==> src/rtl/game_state_manager_if.sv <==
// Bundled game-logic signals between the game state manager and its
// environment. The master drives hits, frame timing, start and spawn
// acknowledge. The slave returns the game status and spawn requests.
interface game_state_manager_if #(
  parameter int LIFE_W  = 4,
  parameter int SCORE_W = 10
);
  logic [2:0]         hit_type;
  logic [7:0]         random_number;
  logic               start_of_frame;
  logic               start_game;
  logic               spawn_ack;
  logic [LIFE_W-1:0]  life_counter;
  logic [SCORE_W-1:0] score_counter;
  logic [1:0]         game_state;
  logic               spawn_valid;
  logic [2:0]         what_to_create;
  logic               sound;

  modport master (
    output hit_type, random_number, start_of_frame, start_game, spawn_ack,
    input  life_counter, score_counter, game_state, spawn_valid,
           what_to_create, sound
  );

  modport slave (
    input  hit_type, random_number, start_of_frame, start_game, spawn_ack,
    output life_counter, score_counter, game_state, spawn_valid,
           what_to_create, sound
  );
endinterface

==> src/rtl/game_state_manager.sv <==
// Game state manager: tracks lives, score, invulnerability and timed spawn requests.
// Optional macro BONUS_LIFE_EN: each score crossing of a multiple of 100 also grants a life.
module game_state_manager #(
  parameter int LIFE_W        = 4,
  parameter int SCORE_W       = 10,
  parameter int INIT_LIFE     = 3,
  parameter int MAX_LIFE      = 9,
  parameter int SPAWN_PERIOD  = 64,
  parameter int INVULN_FRAMES = 30,
  parameter int LIFE_THRESH   = 32,
  parameter int COIN_THRESH   = 128
) (
  input  logic                 clk,
  input  logic                 resetN,
  game_state_manager_if.slave  bus
);

  typedef enum logic [1:0] {
    S_IDLE      = 2'd0,
    S_PLAY      = 2'd1,
    S_HIT_PAUSE = 2'd2,
    S_GAME_OVER = 2'd3
  } state_t;

  localparam int FRAME_W = (SPAWN_PERIOD > 1) ? $clog2(SPAWN_PERIOD) : 1;
  localparam int INV_W   = (INVULN_FRAMES > 0) ? $clog2(INVULN_FRAMES + 1) : 1;

  localparam logic [LIFE_W-1:0]  INIT_LIFE_V = LIFE_W'(INIT_LIFE);
  localparam logic [LIFE_W-1:0]  MAX_LIFE_V  = LIFE_W'(MAX_LIFE);
  localparam logic [SCORE_W-1:0] SCORE_MAX   = {SCORE_W{1'b1}};
  localparam logic [FRAME_W-1:0] FRAME_LAST  = FRAME_W'(SPAWN_PERIOD - 1);
  localparam logic [INV_W-1:0]   INV_LOAD    = INV_W'(INVULN_FRAMES);

  state_t             state_q, state_d;
  logic [LIFE_W-1:0]  life_q, life_d;
  logic [SCORE_W-1:0] score_q, score_d;
  logic [FRAME_W-1:0] frame_q, frame_d;
  logic [INV_W-1:0]   inv_q, inv_d;
  logic               spawn_valid_q, spawn_valid_d;
  logic [2:0]         wtc_q, wtc_d;
  logic               sound_q, sound_d;

  logic               active;
  logic               wrap;
  logic [SCORE_W-1:0] score_new;

  function automatic logic [SCORE_W-1:0] sat_score_add(input logic [SCORE_W-1:0] s,
                                                       input logic [1:0] inc);
    logic [SCORE_W:0] sum;
    sum = {1'b0, s} + {{(SCORE_W-1){1'b0}}, inc};
    return sum[SCORE_W] ? SCORE_MAX : sum[SCORE_W-1:0];
  endfunction

  function automatic logic [LIFE_W-1:0] sat_life_inc(input logic [LIFE_W-1:0] l);
    return (l >= MAX_LIFE_V) ? l : l + LIFE_W'(1);
  endfunction

  function automatic logic [2:0] classify(input logic [7:0] r);
    if (int'(r) < LIFE_THRESH)      return 3'd1;
    else if (int'(r) < COIN_THRESH) return 3'd2;
    else                            return 3'd4;
  endfunction

`ifdef BONUS_LIFE_EN
  function automatic logic crosses_hundred(input logic [SCORE_W-1:0] old_s,
                                           input logic [SCORE_W-1:0] new_s);
    return (int'(old_s) / 100) != (int'(new_s) / 100);
  endfunction
`endif

  always_ff @(posedge clk) begin
    if (!resetN) begin
      state_q       <= S_IDLE;
      life_q        <= INIT_LIFE_V;
      score_q       <= '0;
      frame_q       <= '0;
      inv_q         <= '0;
      spawn_valid_q <= 1'b0;
      wtc_q         <= '0;
      sound_q       <= 1'b0;
    end else begin
      state_q       <= state_d;
      life_q        <= life_d;
      score_q       <= score_d;
      frame_q       <= frame_d;
      inv_q         <= inv_d;
      spawn_valid_q <= spawn_valid_d;
      wtc_q         <= wtc_d;
      sound_q       <= sound_d;
    end
  end

  always_comb begin
    state_d       = state_q;
    life_d        = life_q;
    score_d       = score_q;
    frame_d       = frame_q;
    inv_d         = inv_q;
    spawn_valid_d = spawn_valid_q;
    wtc_d         = wtc_q;
    sound_d       = 1'b0;
    wrap          = 1'b0;
    score_new     = score_q;
    active        = (state_q == S_PLAY) || (state_q == S_HIT_PAUSE);

    // start_game outranks any same-cycle hit, in every state
    if (bus.start_game) begin
      state_d       = S_PLAY;
      life_d        = INIT_LIFE_V;
      score_d       = '0;
      frame_d       = '0;
      inv_d         = '0;
      spawn_valid_d = 1'b0;
    end else if (active) begin
      if (bus.start_of_frame) begin
        wrap    = (frame_q == FRAME_LAST);
        frame_d = wrap ? '0 : frame_q + FRAME_W'(1);
      end

      // a wrap while a request is still pending is dropped
      if (spawn_valid_q) begin
        spawn_valid_d = !bus.spawn_ack;
      end else if (wrap) begin
        spawn_valid_d = 1'b1;
        wtc_d         = classify(bus.random_number);
      end

      if ((state_q == S_HIT_PAUSE) && bus.start_of_frame) begin
        inv_d = inv_q - INV_W'(1);
        if (inv_q <= INV_W'(1)) state_d = S_PLAY;
      end

      case (bus.hit_type)
        3'd1: begin
          if (life_q < MAX_LIFE_V) begin
            life_d  = sat_life_inc(life_q);
            sound_d = 1'b1;
          end
        end
        3'd2, 3'd3: begin
          score_new = sat_score_add(score_q, (bus.hit_type == 3'd3) ? 2'd2 : 2'd1);
          if (score_new != score_q) begin
            score_d = score_new;
            sound_d = 1'b1;
`ifdef BONUS_LIFE_EN
            if (crosses_hundred(score_q, score_new)) life_d = sat_life_inc(life_q);
`endif
          end
        end
        3'd4: begin
          if (state_q == S_PLAY) begin
            sound_d = 1'b1;
            if (life_q <= LIFE_W'(1)) begin
              life_d        = '0;
              state_d       = S_GAME_OVER;
              spawn_valid_d = 1'b0;
            end else begin
              life_d  = life_q - LIFE_W'(1);
              state_d = S_HIT_PAUSE;
              inv_d   = INV_LOAD;
            end
          end
        end
        default: ;
      endcase
    end
  end

  always_comb begin
    bus.game_state     = state_q;
    bus.life_counter   = life_q;
    bus.score_counter  = score_q;
    bus.spawn_valid    = spawn_valid_q;
    bus.what_to_create = wtc_q;
    bus.sound          = sound_q;
  end

endmodule

==> src/flat_wrapper.sv <==
// flat-port wrapper written by rule: the top's interface ports become plain ports
module game_state_manager_flat 
#(
  parameter int LIFE_W        = 4,
  parameter int SCORE_W       = 10,
  parameter int INIT_LIFE     = 3,
  parameter int MAX_LIFE      = 9,
  parameter int SPAWN_PERIOD  = 64,
  parameter int INVULN_FRAMES = 30,
  parameter int LIFE_THRESH   = 32,
  parameter int COIN_THRESH   = 128
)
  (clk, resetN, bus_hit_type, bus_random_number, bus_start_of_frame, bus_start_game, bus_spawn_ack, bus_life_counter, bus_score_counter, bus_game_state, bus_spawn_valid, bus_what_to_create, bus_sound);
  game_state_manager_if #(.LIFE_W(LIFE_W), .SCORE_W(SCORE_W)) bus_i ();
  input  logic clk;
  input  logic resetN;
  input wire logic [$bits(bus_i.hit_type)-1:0] bus_hit_type;
  input wire logic [$bits(bus_i.random_number)-1:0] bus_random_number;
  input wire logic [$bits(bus_i.start_of_frame)-1:0] bus_start_of_frame;
  input wire logic [$bits(bus_i.start_game)-1:0] bus_start_game;
  input wire logic [$bits(bus_i.spawn_ack)-1:0] bus_spawn_ack;
  output wire logic [$bits(bus_i.life_counter)-1:0] bus_life_counter;
  output wire logic [$bits(bus_i.score_counter)-1:0] bus_score_counter;
  output wire logic [$bits(bus_i.game_state)-1:0] bus_game_state;
  output wire logic [$bits(bus_i.spawn_valid)-1:0] bus_spawn_valid;
  output wire logic [$bits(bus_i.what_to_create)-1:0] bus_what_to_create;
  output wire logic [$bits(bus_i.sound)-1:0] bus_sound;
  assign bus_i.hit_type = bus_hit_type;
  assign bus_i.random_number = bus_random_number;
  assign bus_i.start_of_frame = bus_start_of_frame;
  assign bus_i.start_game = bus_start_game;
  assign bus_i.spawn_ack = bus_spawn_ack;
  assign bus_life_counter = bus_i.life_counter;
  assign bus_score_counter = bus_i.score_counter;
  assign bus_game_state = bus_i.game_state;
  assign bus_spawn_valid = bus_i.spawn_valid;
  assign bus_what_to_create = bus_i.what_to_create;
  assign bus_sound = bus_i.sound;
  game_state_manager #(.LIFE_W(LIFE_W), .SCORE_W(SCORE_W), .INIT_LIFE(INIT_LIFE), .MAX_LIFE(MAX_LIFE), .SPAWN_PERIOD(SPAWN_PERIOD), .INVULN_FRAMES(INVULN_FRAMES), .LIFE_THRESH(LIFE_THRESH), .COIN_THRESH(COIN_THRESH)) u_core (.clk(clk), .resetN(resetN), .bus(bus_i));
endmodule
==> config.mk <==
export PLATFORM = sky130hd
export DESIGN_NAME = game_state_manager_flat
export DESIGN_NICKNAME = d
export VERILOG_FILES = /design/src/rtl/game_state_manager_if.sv /design/src/rtl/game_state_manager.sv /design/src/flat_wrapper.sv
export SDC_FILE = /design/constraint.sdc
export NUM_CORES = 1
export LEC_CHECK = 0
export CAP_MARGIN = 20
export CORE_MARGIN = 2
export CORE_UTILIZATION = 35
export CTS_CLUSTER_SIZE = 30
export DETAILED_ROUTE_END_ITERATION = 12
export GPL_TIMING_DRIVEN = 0
export RECOVER_POWER = 25
export SKIP_LAST_GASP = 1
export SYNTH_ARGS = -nofsm -noshare
export SYNTH_HDL_FRONTEND = slang
export SYNTH_SLANG_ARGS = --single-unit
==> constraint.sdc <==
create_clock -name clk -period 3.8 [get_ports clk]
set_clock_uncertainty 0.1 [all_clocks]
set_input_delay 1.14 -clock clk [delete_from_list [all_inputs] [get_ports clk]]
set_output_delay 1.14 -clock clk [all_outputs]
set_load 0.01 [all_outputs]
# Word level (Yosys, flattened, before mapping)
# Cells that the tools add are included.
[totals]
regBits = 32
input_bits = 16
output_inout_bits = 21
wordCells = 80
[op_classes]
add_sub_neg = 5
n_lt_le_gt_ge = 6
eq_ne = 11
mux = 33
n_bitwise = 4
n_reduce_logical = 12
[op_table]
columns = ["op", "n"]
rows = [
  ["$mux W5", 4],
  ["$mux W4", 4],
  ["$mux W1", 14],
  ["$add A10 B2 Y11", 1],
  ["$mux W10", 1],
  ["$mux W2", 5],
  ["$ne A10 B10 Y1", 1],
  ["$lt A8 B6 Y1 const B", 1],
  ["$lt A8 B8 Y1 const B", 1],
  ["$pmux W4 S2", 1],
  ["$add A6 B1 Y6 const B", 1],
  ["$eq A3 B2 Y1 const B", 2],
  ["$eq A6 B6 Y1 const B", 1],
  ["$mux W3", 2],
  ["$mux W6", 1],
  ["$le A5 B1 Y1 const B", 1],
  ["$reduce_and A5 Y1", 1],
  ["$sub A5 B1 Y5 const B", 1],
  ["$add A4 B1 Y4 const B", 1],
  ["$ge A4 B4 Y1 const B", 1],
  ["$le A4 B1 Y1 const B", 1],
  ["$lt A4 B4 Y1 const B", 1],
  ["$ne A2 B1 Y1 const B", 2],
  ["$not A1 Y1", 4],
  ["other kinds (16)", 18],
]

# Longest topological paths before layout
[depth]
ltp_word = 9
depth_mapped = 11
ltp_nobuf = 10

# Worst setup path before layout
# OpenSTA, ideal clock, no wires.
[synth_timing]
path_type = "in2reg"
start = "input bus_hit_type[0]"
end = "register u_core.score_q[6], in the netlist u_core.bus.score_counter[6]"
setup_ns = 0.091
arrival_ns = 3.180
required_ns = 3.609
path_slack_ns = 0.429
path_stages = 11
n_path_buf = 1
cell_sequence = "inv_1 nor2_1 nand2_1 ha_1 fa_1 xor2_1 a2111oi_2 nor4_2 buf_4 a31oi_1 a311oi_1"
[synth_between]
elab_chain_len = 6
elab_cells_between_ends = 8
classes_between = "add/sub (1); eq/ne (3); mux (2); reduce/logical (2)"
[synth_rtl]
columns = ["element", "line_no", "source"]
rows = [
  ["start, declared", "flat_wrapper.sv:17", "input wire logic [$bits(bus_i.hit_type)-1:0] bus_hit_type;"],
  ["$eq A3 B2 Y1", "game_state_manager.sv:133, game_state_manager.sv:141", ""],
  ["$mux W2", "game_state_manager.sv:141", "score_new = sat_score_add(score_q, (bus.hit_type == 3'd3) ? 2'd2 : 2'd1);"],
  ["$add A10 B2 Y11", "game_state_manager.sv:50", "sum = {1'b0, s} + {{(SCORE_W-1){1'b0}}, inc};"],
  ["$mux W10", "game_state_manager.sv:51", "return sum[SCORE_W] ? SCORE_MAX : sum[SCORE_W-1:0];"],
  ["$ne A10 B10 Y1", "game_state_manager.sv:142", "if (score_new != score_q) begin"],
  ["$reduce_and A3 Y1 (no source line)", "-", ""],
  ["end signal, assigned", "game_state_manager.sv:84", "score_q <= score_d;"],
  ["end, declared", "game_state_manager.sv:36", "logic [SCORE_W-1:0] score_q, score_d;"],
]
# Parallel ways exist; a longest one is shown, timed or not.
# A chain may end at the register's enable or synchronous reset.

# Worst setup path in the final report
[layout_timing]
start = "input bus_hit_type[0]"
end = "register u_core.score_q[2], in the netlist u_core.bus.score_counter[2]"
# Same word-level chain as after synthesis.

==> flow_metrics.py <==
metrics = {
    "sta": {
        "holdWs_ns": 0.353,
        "fmax_ghz": 0.280,
        "tightestPinTransition_ns": 0.829,
        "period_needed_ns": 3.57,
        "finalCritPeriodShare_pct": 93.9,
        "slew_headroom_pct": 44.1,
        "final-setup-viol-count": 0,
        "rsz0062_at_grt": "yes",
        "maxSlewViolCount": 0,
        "hold_viol": 0,
    },
    "critical_path": {
        "crit_fanout": 5,
        "reg2reg_to": "u_core.bus.what_to_create[0]",
        "r2r-start": "u_core.bus.game_state[0]",
        "crit_path_end_kind": "flip-flop",
        "start_kind": "input port",
        "cp.required_ns": 3.89,
        "rrSetupSlack_ns": 1.14,
        "worstRegToRegCells": 9,
        "crit_type": "input port to flip-flop",
        "arrival_ns": 3.66,
    },
    "grt": {
        "grt.overflow.total": 0,
        "grt_first_pass_wirelength_um": 7050,
        "grt_max_degree": 11,
        "grtUsageTotal_pct": 14.6,
        "grt_antenna_before_repair": 0,
        "grt_pass1_vias": 1556,
    },
    "placement": {
        "portBuffers": 31,
        "globalplace.congestion": 0.754,
        "dp_hpwl_um": 2900,
        "place_inst": 311,
    },
    "final_layout": {
        "antenna_cells": 0,
        "final_layout_size_suffix_gt1_share_pct": 9.16,
        "syn_to_final_growth_pct": 30.0,
        "fillerInstances": 525,
        "multi_input_area_um2": 1130,
        "seqCellArea_um2": 641,
        "nNetsFinal": 277,
        "layout.cells.non_filler": 321,
    },
    "cts": {
        "cts-root-buf": "clkbuf_8",
        "cts_tree": "yes",
        "cts_max_level": 2,
        "clk_path_buf_depth": 2,
        "cts-hold-fix-buffers": 0,
        "cts_buffers": 5,
        "cts_sinks": 32,
        "clk_pin_slew_ns": 0.06,
        "clk_latency_ns": 0.29,
    },
    "synthesis": {
        "synthTopCellsByArea": "dfxtp_1, ha_1, nor2_1",
        "async_flop_share_pct": 0,
        "synth-seq-cells": 32,
        "synth_flop_cell": "dfxtp_1",
        "yosys.area.top_type": "dfxtp_1",
        "yosysWarnings": 0,
        "synth_common_cells": "dfxtp_1, nor2_1, nand2_1",
        "syn-num-nets": 237,
        "syn_inst": 210,
        "synth.top_cell.area_share_pct": 34.8,
        "yosysUniqueCellTypes": 57,
        "syn_area_per_cell_um2": 8.76,
        "yosysSeqAreaShare_pct": 34.8,
        "synth_edf_count": 0,
        "synth_area_um2": 1840,
        "yosysMostFrequentCell": "dfxtp_1",
    },
    "die": {
        "fp.dieW_um": 76.5,
        "start_util_pct": 36.2,
        "core-area_um2": 5070,
        "die_y_um": 76.5,
        "io_pins": 37,
        "row_count": 26,
        "dieArea_um2": 5850,
    },
    "power_and_ir_drop": {
        "swShare_pct": 22.5,
        "seq_power_share_pct": 47.0,
        "netSwitchingPower_mw": 0.163,
        "power_density_nw_per_um2": 303,
        "vdd_drop_max_uv": 146,
        "internal-power_mw": 0.562,
        "total_leakage_power_nw": 0.932,
        "p_clk_share_pct": 44.2,
        "p_comb_share_pct": 8.8,
    },
    "routing": {
        "routed_wl_um": 4180,
        "first_pass_iters": 4,
        "dr_total_vias": 1650,
        "ant_nets": 0,
        "drt_iter0_drc": 95,
        "detail_route.wl_per_cell_um": 13.0,
        "drc": 0,
        "vias_per_cell": 5.14,
    },
    "worst_hold_path": {
        "hold_depth": 2,
        "hold_class": "flip-flop to flip-flop",
        "holdPathEnd": "u_core.bus.what_to_create[0]",
        "hp-start": "u_core.bus.what_to_create[0]",
    },
    "flow_run": {
        "cap_violations": 0,
    },
    "status": {
        "outcome": "completed",
    },
}
cell families after synthesis:
family                     count (synthesis)  synth area share [%]
AOI/OAI and AO/OA                         50                  19.6
buffers and inverters                     20                  5.17
and+or+nand+nor                           87                  27.6
muxes                                      2                  1.09
DFF                                       32                  34.8
xor gates and xnor gates                   8                  3.81
adders and majority gates                 11                  7.89
layout by cell type (no fill, tap or decap), types with 3 or more instances in the layout:
cell,instances
nor3_1,8
nand2_1,14
nor2b_1,4
nand2b_1,4
or3_1,5
clkdlybuf4s50_1,21
and3_1,6
dfxtp_1,32
a311oi_1,7
nand4_1,4
ha_1,10
a21oi_1,12
clkbuf_1,6
xor2_1,4
inv_1,12
a31oi_1,4
dlygate4sd3_1,7
clkbuf_8,5
xnor2_1,3
o21ai_0,6
nand3_1,4
nor2_1,21
metal layers:
| layer | up-vias | part of all wire, % | track usage, % |
|---|---|---|---|
| met5 | - | 0 | 0 |
| met4 | 0 | 1.9 | 6.55 |
| met3 | 8 | 3.5 | 2.49 |
| met2 | 26 | 47 | 23.5 |
| met1 | 760 | 48 | 19.2 |
| li1 | 856 | - | - |
timing repair:
action | in CTS | in global routing
pin swaps | 2 | 2
setup buffers | 1 | 0
cloned | 1 | 0
gates resized for setup | 6 | 4
setup endpoints to repair | 10 | 11
worst max-delay path, cell delays in order:
cell,delay (ns)
dlygate4sd2_1,0.28
inv_1,0.11
nor2_1,0.12
nand2_1,0.08
ha_1,0.22
fa_1,0.55
xor2_2,0.19
a2111oi_4,0.08
nor4_4,0.40
buf_6,0.17
a21oi_1,0.06
a311oi_1,0.24
flip-flops by register name, indices dropped and copies added (netlist names):
name,flops
u_core.bus.game_state,2
u_core.inv_q,5
u_core.bus.score_counter,10
u_core.bus.sound,1
u_core.frame_q,6
u_core.bus.what_to_create,3
u_core.bus.spawn_valid,1
u_core.bus.life_counter,4
cell type report:
cell class | instances | share of cell area [%]
clock buffers | 6 | 3.04
flip-flops and latches | 32 | 26.8
plain buffers | 8 | 1.94
inverters | 12 | 1.88
well taps | 70 | 3.66
clock inverters | 2 | 1.47
multi-input cells | 158 | 47.5
repair buffers | 33 | 13.8
stage by stage:
stage	setup TNS (ns)	util, %	setup slack, ns	total power [mW]	instance area (µm²)
floorplan	0	-	0.429	0.384	1840
global placement	-4.34	44.1	-0.493	0.410	2240
detailed placement	-4.18	44.1	-0.456	0.410	2240
CTS	0	47.2	0.0641	0.736	2390
global route	-0.0515	47.1	-0.0440	0.755	2390
finish	0	47.1	0.231	0.725	2390
worst max-delay path by stage:
stage                     from  cells after the start                          end  slack [ns]
2_1_floorplan  bus_hit_type[0]                     11  u_core.bus.score_counter[6]        0.43
3_3_place_gp   bus_hit_type[0]                     12  u_core.bus.score_counter[6]       -0.49
3_5_place_dp   bus_hit_type[0]                     11  u_core.bus.score_counter[9]       -0.46
4_1_cts        bus_hit_type[1]                     10  u_core.bus.score_counter[6]        0.06
5_1_grt        bus_hit_type[0]                     11             u_core.bus.sound       -0.04
6_report       bus_hit_type[0]                     12  u_core.bus.score_counter[2]        0.23
power groups by stage:
stage / logic, mW / registers [mW] / clock network, mW
2_1_floorplan: 0.0358 / 0.348 / 0
3_3_place_gp: 0.0615 / 0.348 / 0
3_5_place_dp: 0.0615 / 0.348 / 0
4_1_cts: 0.0656 / 0.341 / 0.330
5_1_grt: 0.0698 / 0.341 / 0.344
6_report: 0.0637 / 0.341 / 0.321
Power figures use the tool's default switching activity.
